### src/rtl/rr_mux_arb_pkg.sv
// Shared constants and state type for the round-robin mux arbiter.
// The optional lock feature is enabled with the RR_MUX_ARB_LOCK_EN macro.
package rr_mux_arb_pkg;

   localparam int unsigned N_REQ      = 4;
   localparam int unsigned SEL_W      = 2;
   localparam int unsigned DATA_W_DEF = 4;

   typedef enum logic {
      IDLE = 1'b0,
      BUSY = 1'b1
   } state_t;

endpackage

### src/rtl/rr_mux_arb_pick.sv
// Circular first-one search over req_vld starting at ptr; yields a one-hot grant and its index.
module rr_mux_arb_pick
   import rr_mux_arb_pkg::*;
(
   input  logic [N_REQ-1:0] req_vld,
   input  logic [SEL_W-1:0] ptr,
   output logic [N_REQ-1:0] gnt,
   output logic [SEL_W-1:0] idx
);

   logic             found;
   logic [SEL_W-1:0] cand;

   always_comb begin
      gnt   = '0;
      idx   = '0;
      found = 1'b0;
      cand  = '0;
      for (int k = 0; k < int'(N_REQ); k++) begin
         cand = ptr + SEL_W'(k);
         if (!found && req_vld[cand]) begin
            found     = 1'b1;
            idx       = cand;
            gnt[cand] = 1'b1;
         end
      end
   end

endmodule

### src/rtl/rr_mux_arb.sv
// Round-robin 4:1 mux arbiter with a one-word registered output stage.
// Define RR_MUX_ARB_LOCK_EN to add req_lock, which keeps a picked requester at top priority.
module rr_mux_arb
   import rr_mux_arb_pkg::*;
#(
   parameter int unsigned DATA_W = rr_mux_arb_pkg::DATA_W_DEF,
   parameter int unsigned N_REQ  = rr_mux_arb_pkg::N_REQ
) (
   input  logic                    clk,
   input  logic                    rst_n,
   input  logic [N_REQ-1:0]        req_vld,
   input  logic [N_REQ*DATA_W-1:0] req_data,
`ifdef RR_MUX_ARB_LOCK_EN
   input  logic [N_REQ-1:0]        req_lock,
`endif
   output logic [N_REQ-1:0]        req_rdy,
   output logic                    out_vld,
   input  logic                    out_rdy,
   output logic [DATA_W-1:0]       out_data,
   output logic [SEL_W-1:0]        sel
);

   state_t           state;
   state_t           state_nxt;
   logic [SEL_W-1:0] ptr;
   logic [SEL_W-1:0] ptr_nxt;
   logic [SEL_W-1:0] pick_idx;
   logic [N_REQ-1:0] pick_gnt;
   logic             cap_c;
   logic             hold_c;

   rr_mux_arb_pick u_pick (
      .req_vld (req_vld),
      .ptr     (ptr),
      .gnt     (pick_gnt),
      .idx     (pick_idx)
   );

   // A locked pick keeps the pointer on itself; otherwise priority moves past it.
`ifdef RR_MUX_ARB_LOCK_EN
   assign hold_c = req_lock[pick_idx];
`else
   assign hold_c = 1'b0;
`endif

   // Capture whenever the output slot is free or being drained this cycle; reset masks it.
   always_comb begin
      cap_c     = 1'b0;
      state_nxt = state;
      ptr_nxt   = ptr;
      if (rst_n && (|req_vld) && ((state == IDLE) || out_rdy)) begin
         cap_c = 1'b1;
      end
      case (state)
         IDLE:    if (cap_c) state_nxt = BUSY;
         BUSY:    if (out_rdy && !cap_c) state_nxt = IDLE;
         default: state_nxt = IDLE;
      endcase
      if (cap_c) begin
         ptr_nxt = hold_c ? pick_idx : pick_idx + SEL_W'(1);
      end
   end

   assign req_rdy = cap_c ? pick_gnt : '0;

   always_ff @(posedge clk or negedge rst_n) begin
      if (!rst_n) begin
         state    <= IDLE;
         out_vld  <= 1'b0;
         out_data <= '0;
         sel      <= '0;
         ptr      <= '0;
      end else begin
         state   <= state_nxt;
         out_vld <= (state_nxt == BUSY);
         ptr     <= ptr_nxt;
         if (cap_c) begin
            out_data <= req_data[int'(pick_idx)*DATA_W +: DATA_W];
            sel      <= pick_idx;
         end
      end
   end

endmodule

### config.mk
export PLATFORM = sky130hd
export DESIGN_NAME = rr_mux_arb
export DESIGN_NICKNAME = d
export VERILOG_FILES = /design/src/rtl/rr_mux_arb_pkg.sv /design/src/rtl/rr_mux_arb_pick.sv /design/src/rtl/rr_mux_arb.sv
export SDC_FILE = /design/constraint.sdc
export NUM_CORES = 1
export LEC_CHECK = 0
export ABC_AREA = 1
export CAP_MARGIN = 20
export CORE_ASPECT_RATIO = 0.7
export CORE_MARGIN = 3
export CORE_UTILIZATION = 45
export DETAILED_ROUTE_END_ITERATION = 10
export DONT_BUFFER_PORTS = 1
export GPL_TIMING_DRIVEN = 0
export PLACE_DENSITY_LB_ADDON = 0.25
export SLEW_MARGIN = 20
export SYNTH_ARGS = -nofsm -noshare
export SYNTH_HDL_FRONTEND = slang
export SYNTH_SLANG_ARGS = --single-unit
### constraint.sdc
create_clock -name clk -period 2.57 [get_ports clk]
set_input_delay 0.1285 -clock clk [delete_from_list [all_inputs] [get_ports clk]]
set_output_delay 0.1285 -clock clk [all_outputs]
set_load 0.05 [all_outputs]
==> Word level (Yosys, flattened, before mapping) <==
Index checks and enable logic that the tools add are counted.
W data, S select, Z words.
{ "totals": {"regBits": 9, "latch_bits": 0, "ram_bits": 0, "romBits": 0, "inputBits": 23, "output_inout_bits": 11, "word_cells": 69, "memories": 0} }
{ "op_classes": {"add_sub_neg": 4, "n_mul": 0, "n_div": 0, "magnitude_cmp": 8, "eq_ne": 0, "shift": 1, "n_mux": 32, "n_bitwise": 4, "reduce_logical": 16} }
{ "ops": {"columns": ["cell", "count"], "rows": [
  ["$mux W4", 5],
  ["$shiftx A16 B5 Y4", 1],
  ["$mux W1", 14],
  ["$lt A2 B3 Y1 const B", 4],
  ["$or A4 B4 Y4", 3],
  ["$logic_and A1 B1 Y1", 10],
  ["$bmux W1 S2", 4],
  ["$demux W1 S2", 4],
  ["$ge A2 B1 Y1 const B", 4],
  ["$mux W2", 4],
  ["$add A2 B1 Y2 const B", 2],
  ["$add A2 B2 Y2 const B", 2],
  ["$logic_not A1 Y1", 4],
  ["$reduce_or A4 Y1", 1],
  ["$pmux W1 S2", 1],
  ["$logic_or A1 B1 Y1", 1],
  ["$not A1 Y1", 1]
]} }

==> Longest topological paths before layout <==
Gate-level depths: netlist (run 1).
{ "logic_depth": {"ltp_word": 13, "depth_mapped": 16, "ltp_nobuf": 15} }

==> By module <==
A second synthesis (run 1) with hierarchy kept.
{ "hier_totals": {"hier_cells": 178, "area_unflattened_um2": 1107.3} }
{ "by_module_without_submodules": {"columns": ["module", "instances", "cells_per_inst", "area_each_um2", "seq_area_each_um2"], "rows": [
  ["rr_mux_arb", 1, 96, 630.6, 225.2],
  ["rr_mux_arb_pick", 1, 82, 476.7, 0.0]
]} }

==> Worst setup path after synthesis (run 1) <==
Ideal clock, no wire load.
{ "synth_timing": {"kind": "flip-flop to output port", "from": "register ptr[0]", "to": "output req_rdy[0]", "arrival_time_ns": 2.090, "required_ns": 2.441, "slack_ns": 0.351, "stages_incl_launch_ff": 15, "n_path_buf": 1, "cell_sequence": "dfrtp_1 -> buf_6 -> inv_6 -> ha_1 -> inv_1 -> nand3_1 -> nand2_2 -> inv_2 -> nor2_8 -> nand2_2 -> inv_1 -> nand3_1 -> nand4_1 -> nand2_1 -> inv_1"} }
{ "synth_via": {"elab_chain_cells": 13, "word_cells_on_any_way": 48, "classes_between": "add/sub (3); order compare (8); mux (24); bitwise (3); reduce/logical (10)"} }
{ "synth_lines": {"columns": ["element", "line", "rtl"], "rows": [
  ["from (decl)", "rr_mux_arb.sv:25", "logic [SEL_W-1:0] ptr;"],
  ["from (signal assigned)", "rr_mux_arb.sv:76", "ptr <= ptr_nxt;"],
  ["parallel branches: the longest is 11 deep, another holds $lt A2 B3 Y1", null, null],
  ["$mux W4 *", "rr_mux_arb_pick.sv:21", "if (!found && req_vld[cand]) begin"],
  ["$mux W4 *", "rr_mux_arb.sv:64", "assign req_rdy = cap_c ? pick_gnt : '0;"],
  ["to (decl)", "rr_mux_arb.sv:16", "output logic [N_REQ-1:0] req_rdy,"]
]} }
Mark *: on every way between the ends. The select of a mux whose other input is x is not followed.

==> Final worst setup path (run 1) <==
{ "layout_timing": {"from": "register ptr[0]", "to": "output req_rdy[2]"} }
Same word-level chain as after synthesis.

==> metrics.md, run 1 <==
| Metric | Value |
|---|---|
| Io pins | 34 |
| Detailed Route WL | ~2800 µm |
| Gpl congestion | 0.851 |
| Final Hold Viols | 0 |
| Layout overhead on the synthesized area | 15.7% |
| Depth of the most critical reg-to-reg path | 16 |
| DR vias | around 1100 |
| Most numerous cell in the Yosys netlist | nand2_1 |
| Maxcap violations | 0 |
| First drt pass iteration count | 5 |
| Syn_nets | 199 |
| HP Start | req_vld[2] |
| Top_reg_cell synth | dfrtp_1 |
| Die Span X | 64.2 µm |
| Leading area contributor after synthesis | dfrtp_1 |
| Worst-path fanout max | 13 |
| Number of CTS-inserted buffers | 3 |
| Fraction of final layout cells with drive strength greater than 1 | 19.4% |
| Core Box Area | 2190 µm² |
| Ant diodes | 0 |
| CP required | between 2 and 2.5 ns |
| Yosys warning total | 0 |
| Crit. End Element | output pin |
| RSZ-0062 raised after global routing | false |
| Sequential-to-total area share from yosys stat | around a fifth |
| Average cell area after synthesis | 6.35 µm² |
| Clk buf depth | 2 |
| Antenna violations before repair | 0 |
| Yosys reg bits | 9 |
| DRC violations left | 0 |
| Clock Latency Late Sink | 0.26 ns |
| Max-slew violations | 0 |
| Sink Count | 9 |
| Cells after synthesis | around 170 |
| Largest net degree at the start of global routing | 14 |
| Post-route ant nets | 0 |
| Post-synth EDFFs | 0 |
| PortBufs | 0 |
| Grt ovf | 0 |
| DIE AREA | 3000 µm² |
| Root buf cell | clkbuf_4 |
| Tcrit/Tclk final | between 90 and 100% |
| Vias in the first global route | 970 |
| Critical path launch point type | register |
| Mapped cell area | ~1100 µm² |
| Starting Density | around 50% |
| Average wire per standard cell | 13.2 µm |
| Hold path depth | 2 |
| Initial drt markers | 26 |
| GRT Overall Usage | between 10% and 20% |
| Yosys cell types | 22 |
| Htree depth | 1 |
| CP Data Arrival Time | roughly 2.3 ns |
| R2R Setup Slk | 0.28 ns |
| Status | completed |
| NumNets Final | ~210 |
| Clock Skews | roughly 0.0024 ns |
| Setup TNS | 0 ns |
| FF-to-FF Start | ptr[0] |
| Hold endpoint | state |
| Area share of the largest cell type after synthesis | between 20% and 30% |
| Asr flop ratio synth | 100% |
| Synth top cells by count | nand2_1, nand3_1, inv_1, dfrtp_1, ha_1 |
| Hold Crit Class | input pin to register |
| Fillers | between 200 and 250 |
| Relative slew slack | between 60 and 70% |
| CTS tree | yes |
| WS Path Type | register to output pin |
| First-pass GRT wire length | 4270 µm |
| Row count | 14 |
| CTS clk-pin slew, worst paths | ~0.060 ns |
| Fmax | 0.416 GHz |
| Worst slew pin tran | between 0.4 and 0.5 ns |
| Top cells by area, synth | dfrtp_1, nand2_1, nand3_1 |
| Post-layout minimum cycle time | between 2 and 2.5 ns |
| FF-to-FF End | out_data[2] |
| Detailed placer's ending HPWL | about 2100 µm |
| Die Height | approximately 47 µm |
| Vias/cell | around 5.3 |
| Final setup vio count | 0 |
==> timing repair <==
action | CTS | global route
endpoints found under the setup margin | 4 | 4
hold endpoints to repair | 10 | 0
pin swaps | 1 | 2
resized for setup | 9 | 1
hold buffers | 2 | 0
buffers inserted | 1 | 5
==> per-stage QoR <==
step / util, % / hold slack [ns] / instances / worst slack (ns) / cell area, µm²
after floorplan: - / -0.167 / 168 / 0.351 / 1070
after CTS: 54.5 / 0.0361 / 207 / 0.0246 / 1190
after detailed placement: 50.5 / -0.167 / 200 / 0.0347 / 1110
final: 56.3 / 0.0359 / 212 / 0.167 / 1230
after global routing: 56.3 / 0.0549 / 212 / 0.0302 / 1230
after global placement: 50.5 / -0.167 / 200 / 0.0867 / 1110
==> state kept, by name, summed over array words and instances (netlist names) <==
signal / count
out_data: 4
ptr: 2
sel: 2
state: 1
==> cell families after synthesis <==
family,after synthesis,share of synthesized area (%)
DFF,9,21.1
and+or+nand+nor,111,52.0
AOI/OAI and AO/OA,10,5.63
buffers and inverters,30,11.9
adders and majority gates,8,9.39
==> routing by layer <==
metal	part of all wire [%]	vias to the layer above	track usage [%]	routed length, µm
met2	51	34	33.9	1440
met3	5.7	0	3.17	160
met1	43	527	22.8	1210
met5	0	-	0	0
li1	-	571	-	-
met4	0	0	4.62	0
==> critical path: stages (launching register included) <==
cell,delay [ns]
dfrtp_2,0.41
buf_6,0.15
inv_8,0.11
ha_4,0.23
inv_1,0.07
nand3_1,0.08
nand2_2,0.12
inv_2,0.08
nor2_8,0.13
nand2_2,0.09
inv_2,0.10
nand3_1,0.08
nand3_1,0.08
nand2_1,0.08
clkinvlp_4,0.21
==> worst max-delay path by stage <==
stage / slack, ns / from / end
finish: 0.17 / ptr[0] / req_rdy[2]
global route: 0.03 / ptr[0] / req_rdy[2]
CTS: 0.02 / ptr[0] / req_rdy[0]
detailed placement: 0.03 / ptr[1] / req_rdy[0]
global placement: 0.09 / ptr[1] / req_rdy[3]
floorplan: 0.35 / ptr[0] / req_rdy[0]
==> placed cells by master (no fill, tap or decap) <==
cell type	count
nor2_1	2
dfrtp_2	2
inv_1	20
o41ai_1	1
clkbuf_4	3
nand4_4	1
dlygate4sd3_1	2
nand2_2	7
buf_2	1
nand2_1	56
clkinvlp_4	5
ha_1	7
clkbuf_1	1
nor2_4	1
dfrtp_1	7
buf_4	6
nor2_8	1
ha_4	1
o21ai_1	2
nand4_1	5
nand3_1	35
inv_2	2
o21ai_0	3
a31oi_1	1
nand2_4	3
a21oi_1	1
inv_8	1
a22oi_1	2
buf_6	1
==> area by class of cell <==
type	count	area [µm²]	area share, %
Buffer	2	16.3	1.32
Tap cell	32	40.0	3.25
Timing Repair Buffer	8	65.1	5.27
Multi-Input combinational cell	129	727	58.9
Clock buffer	4	26.3	2.13
Inverter	28	131	10.6
Sequential cell	9	228	18.5
Power of run 1 is left out: the tool's default activity adds up to more than one toggle a clock period on the data nets, which glitch-free logic cannot reach.
==> run 2: changes to the inputs <==
- CORE_MARGIN: 3 -> 4
- RECOVER_POWER: unset -> 100
==> metrics.md, run 2 (synthesized netlist as in run 1, its figures left out) <==
| Metric | Value |
|---|---|
| Status | completed |
| Antenna violations before repair | 0 (unchanged) |
| Io pins | 34 (unchanged) |
| Worst slew pin tran | 0.490 ns (+0.000303 ns) |
| Sink Count | 9 (unchanged) |
| Die Span X | 66.2 µm (+3.1%) |
| WS Path Type | register to output pin |
| Maxcap violations | 0 (unchanged) |
| First-pass GRT wire length | 4370 µm (+2.2%) |
| DIE AREA | 3220 µm² (+7.5%) |
| Gpl congestion | 0.851 (about the same) |
| Hold Crit Class | input pin to register |
| Most Frequent Cell on Critical Path | nand3_1 |
| Grt ovf | 0 (unchanged) |
| CTS clk-pin slew, worst paths | 0.06 ns (about the same) |
| Layout overhead on the synthesized area | 12.6% |
| CTS tree | yes |
| Final Hold Viols | 0 (unchanged) |
| PortBufs | 0 (unchanged) |
| Clock Latency Late Sink | 0.26 ns (about the same) |
| DR vias | 1105 (-2.4%) |
| Relative slew slack | 67.3% (about the same) |
| Vias in the first global route | 1005 (+3.6%) |
| Placed cell count | 200 (unchanged) |
| Core Box Area | 2210 µm² (+0.80%) |
| Crit path max-delay cell type | dfrtp_2 |
| Critical path launch point type | register |
| Clock Skews | 0.000568 ns (-0.00185 ns) |
| Fmax | 0.413 GHz (-0.81%) |
| Initial drt markers | 32 (+23%) |
| Fraction of final layout cells with drive strength greater than 1 | 18.1% (-1.4 points) |
| Post-layout minimum cycle time | 2.42 ns (+0.0196 ns) |
| Number of CTS-inserted buffers | 3 (unchanged) |
| Row count | 14 (unchanged) |
| Htree depth | 1 (unchanged) |
| Post-route ant nets | 0 (unchanged) |
| Max-slew violations | 0 (unchanged) |
| Biggest register | out_data |
| Detailed Route WL | 2800 µm (-0.43%) |
| Final setup vio count | 0 (unchanged) |
| Die Height | 48.7 µm (+4.3%) |
| Crit. End Element | output pin |
| First drt pass iteration count | 4 (-1) |
| Setup TNS | 0 ns (unchanged) |
| CP required | 2.44 ns (about the same) |
| Largest regs | out_data: 4 flops, ptr: 2 flops, sel: 2 flops |
| Average wire per standard cell | 13.4 µm (+1.0%) |
| Largest net degree at the start of global routing | 14 (unchanged) |
| GRT Overall Usage | 17.1% (-1.3 points) |
| CP Data Arrival Time | 2.29 ns (+0.02 ns) |
| NumNets Final | 209 (-1.4%) |
| Commonest non-fill, non-tap cell in the layout | nand2_1 |
| Fillers | 235 (+9.3%) |
| Max FFs per register | 4 (unchanged) |
| Vias/cell | 5.29 (-0.98%) |
| DRC violations left | 0 (unchanged) |
| Commonest cells after routing, fill and taps aside | nand2_1, nand3_1, inv_1 |
| Starting Density | 48.3% (-0.39 points) |
| Slowest Stage Delay on Critical Path | 0.40 ns (about the same) |
| Fin cells | 209 (-1.4%) |
| Cells along the critical path | buf_6 > inv_8 > ha_1 > inv_1 > nand3_1 > nand2_2 > inv_2 > nor2_8 > buf_4 > nand3_1 > nand3_1 > nand2_1 > clkinvlp_4 |
| Clk buf depth | 2 (unchanged) |
| Detailed placer's ending HPWL | 2090 µm (+0.30%) |
| Tcrit/Tclk final | 94.3% (+0.76 points) |
| RSZ-0062 raised after global routing | false |
| Ant diodes | 0 (unchanged) |
| Root buf cell | clkbuf_4 |
| R2R Setup Slk | 0.22 ns (-0.06 ns) |
| Worst-path fanout max | 13 (unchanged) |
==> run 2: cell type report <==
| type | instances | area, µm² | share of cell area (%) |
|---|---|---|---|
| Inverter | 28 | 130 | 10.8 |
| Tap cell | 32 | 40.0 | 3.34 |
| Multi-Input combinational cell | 129 | 717 | 59.7 |
| Sequential cell | 9 | 228 | 19.0 |
| Clock buffer | 4 | 26.3 | 2.19 |
| Timing Repair Buffer | 5 | 42.5 | 3.55 |
| Buffer | 2 | 16.3 | 1.36 |
==> run 2: routing by layer <==
layer	routed length, µm	global-route usage (%)	share of wire (%)
met5	0	0	0
met4	27	6.76	0.97
met3	194	4.40	6.9
met2	1350	27.8	48
met1	1230	21.2	44
==> run 2: timing repair <==
action / CTS / global route
hold endpoints to repair: 10 / 0
resized for setup: 8 / 4
cloned: 0 / 0
hold buffers: 2 / 0
pin swaps: 1 / 1
setup endpoints to repair: 4 / 5
setup buffers: 1 / 2
==> run 2: critical path: cells and delay by family, from the launching register on <==
| family | cells | cell delay, ns |
|---|---|---|
| fa+ha+maj | 1 | 0.29 |
| buf+inv | 6 | 0.78 |
| flops | 1 | 0.40 |
| simple gates | 6 | 0.55 |
==> run 2: path summary, 6_finish.rpt <==
kind	from	to	cells after the start
min in group asynchronous	rst_n	out_data[3]	1
worst max register to register	ptr[0]	out_data[1]	16
worst max-delay path	ptr[0]	req_rdy[2]	13
worst min-delay path	req_vld[2]	state	2
max in group asynchronous	rst_n	ptr[0]	1
worst min register to register	ptr[1]	ptr[1]	2
==> run 2: through the flow <==
step	area, µm²	hold WS (ns)	util (%)	setup slack [ns]
after floorplan	1070	-0.167	-	0.351
after global placement	1110	-0.167	50.1	0.0853
after detailed placement	1110	-0.167	50.1	0.0193
after CTS	1180	0.0354	53.3	0.0159
after global routing	1200	0.0467	54.4	0.0154
final	1200	0.0338	54.4	0.148
Power of run 2 is left out for the same reason.
==> run 3: changes to the inputs <==
- CORE_MARGIN: 4 -> unset
- PLACE_DENSITY: unset -> 0.7
- PLACE_DENSITY_LB_ADDON: 0.25 -> unset
==> metrics.md, run 3 (synthesized netlist as in run 1, its figures left out) <==
| Metric | Value |
|---|---|
| Status | completed |
| NumNets Final | 210 (+0.48%) |
| Io pins | 34 (unchanged) |
| Largest net degree at the start of global routing | 14 (unchanged) |
| Buf/Inv on CP | 5 (-1) |
| Grt ovf | 0 (unchanged) |
| PortBufs | 0 (unchanged) |
| Biggest register | out_data |
| Largest regs | out_data: 4 flops, ptr: 2 flops, sel: 2 flops |
| GRT Overall Usage | 23.2% (+6.2 points) |
| Cells along the critical path | inv_2 > ha_4 > inv_1 > nand3_1 > nand2_2 > inv_2 > nor2_8 > nand2_2 > inv_2 > nand3_1 > nand4_1 > nand2_1 > clkinvlp_4 |
| Starting Density | 48.7% (+0.39 points) |
| Core Box Area | 2190 µm² (-0.79%) |
| Final Hold Viols | 0 (unchanged) |
| Commonest non-fill, non-tap cell in the layout | nand2_1 |
| Detailed placer's ending HPWL | 2000 µm (-4.4%) |
| Final setup margin | 0.105 ns (-0.0431 ns) |
| Vias in the first global route | 1067 (+6.2%) |
| Max FFs per register | 4 (unchanged) |
| Post-layout minimum cycle time | 2.47 ns (+0.0431 ns) |
| CP required | 2.44 ns (about the same) |
| Worst path top cell family by delay | simple AND/OR/NAND/NOR gates |
| Final setup vio count | 0 (unchanged) |
| Slowest Stage Delay on Critical Path | 0.47 ns (+0.07 ns) |
| Worst hold slack | 0.0258 ns (-0.00799 ns) |
| Fillers | 228 (-3.0%) |
| CTS clk-pin slew, worst paths | 0.06 ns (about the same) |
| Worst-path fanout max | 9 (-4) |
| Detailed Route WL | 2750 µm (-1.8%) |
| Gpl congestion | 0.810 (-4.9%) |
| Fmax | 0.406 GHz (-1.7%) |
| Fraction of final layout cells with drive strength greater than 1 | 18.5% (+0.46 points) |
| Clock Latency Late Sink | 0.27 ns (about the same) |
| Fin cells | 210 (+0.48%) |
| Most Frequent Cell on Critical Path | inv_2 |
| Post-route ant nets | 0 (unchanged) |
| Dpl ws | 0.0225 ns (+0.00326 ns) |
| Met3 Wirelength | 148 µm (-24%) |
| CTS tree | yes |
| Die Height | 42.7 µm (-12%) |
| DRC violations left | 0 (unchanged) |
| Routed met2 length | 1330 µm (-1.0%) |
| Die Span X | 60.2 µm (-9.1%) |
| Number of CTS-inserted buffers | 3 (unchanged) |
| Ant diodes | 0 (unchanged) |
| Max layer used | met4 |
| First drt pass iteration count | 5 (+1) |
| Average wire per standard cell | 13.1 µm (-2.3%) |
| Placed cell count | 200 (unchanged) |
| Vias/cell | 5.25 (-0.66%) |
| Antenna violations before repair | 0 (unchanged) |
| Critical path launch point type | register |
| Met1 WL | 1240 µm (+0.57%) |
| Crit. End Element | output pin |
| Crit path max-delay cell type | dfrtp_2 |
| First-pass GRT wire length | 4550 µm (+4.1%) |
| CP Data Arrival Time | 2.34 ns (+0.05 ns) |
| Tcrit/Tclk final | 95.9% (+1.7 points) |
| Relative slew slack | 67.6% (+0.32 points) |
| Hold Crit Class | input pin to register |
| Clk buf depth | 2 (unchanged) |
| WS Path Type | register to output pin |
| DIE AREA | 2570 µm² (-20%) |
| Maxcap violations | 0 (unchanged) |
| Row count | 14 (unchanged) |
| Clock Skews | 0.00162 ns (+0.00105 ns) |
| Worst slew pin tran | 0.485 ns (-0.00486 ns) |
| Htree depth | 1 (unchanged) |
| Max-slew violations | 0 (unchanged) |
| Sink Count | 9 (unchanged) |
| DR vias | 1103 (-0.18%) |
| Initial drt markers | 52 (+63%) |
| Root buf cell | clkbuf_4 |
| Commonest cells after routing, fill and taps aside | nand2_1, nand3_1, inv_1 |
| Layout overhead on the synthesized area | 14.0% |
-- run 3: changes by cell type in the layout (fill, tap and decap cells not counted), sizes merged --
| cell | before | now |
|---|---|---|
| buf | 5 | 6 |
-- run 3: cell type report --
class	instances	area (µm²)	area share (%)
multi-input combinational	129	727	59.8
sequential	9	228	18.7
inverter	28	128	10.5
timing repair buffer	6	50.0	4.12
tap	32	40.0	3.30
clock buffer	4	26.3	2.16
buffer	2	16.3	1.34
-- run 3: timing repair --
item	CTS	global route
hold buffers	2	0
setup buffers	0	4
gates resized for setup	9	1
pin swaps	1	2
cloned	0	0
endpoints found under the setup margin	4	4
endpoints found under the hold margin	10	0
-- run 3: worst paths after layout --
check | startpoint | end | slack (ns) | cells past startpoint
min reg2reg | ptr[1] | ptr[1] | 0.77 | 2
max in group asynchronous | rst_n | ptr[0] | 2.03 | 1
max reg2reg | ptr[1] | out_data[1] | 0.22 | 15
min in group asynchronous | rst_n | sel[1] | 0.23 | 1
min | req_vld[2] | state | 0.03 | 2
max | ptr[1] | req_rdy[0] | 0.10 | 13
-- run 3: through the flow --
stage	area [µm²]	setup TNS, ns	utilization (%)
floorplan	1070	0	-
global placement	1110	0	50.5
detailed placement	1110	0	50.5
CTS	1180	0	54.0
global route	1210	-0.000472	55.5
finish	1210	0	55.5
-- run 3: layer usage --
metal  vias to the layer above  track usage (%)
li1                        561                -
met5                         -                0
met4                         0             5.58
met2                        32             38.2
met3                         3             3.05
met1                       507             31.9
Power of run 3 is left out for the same reason.
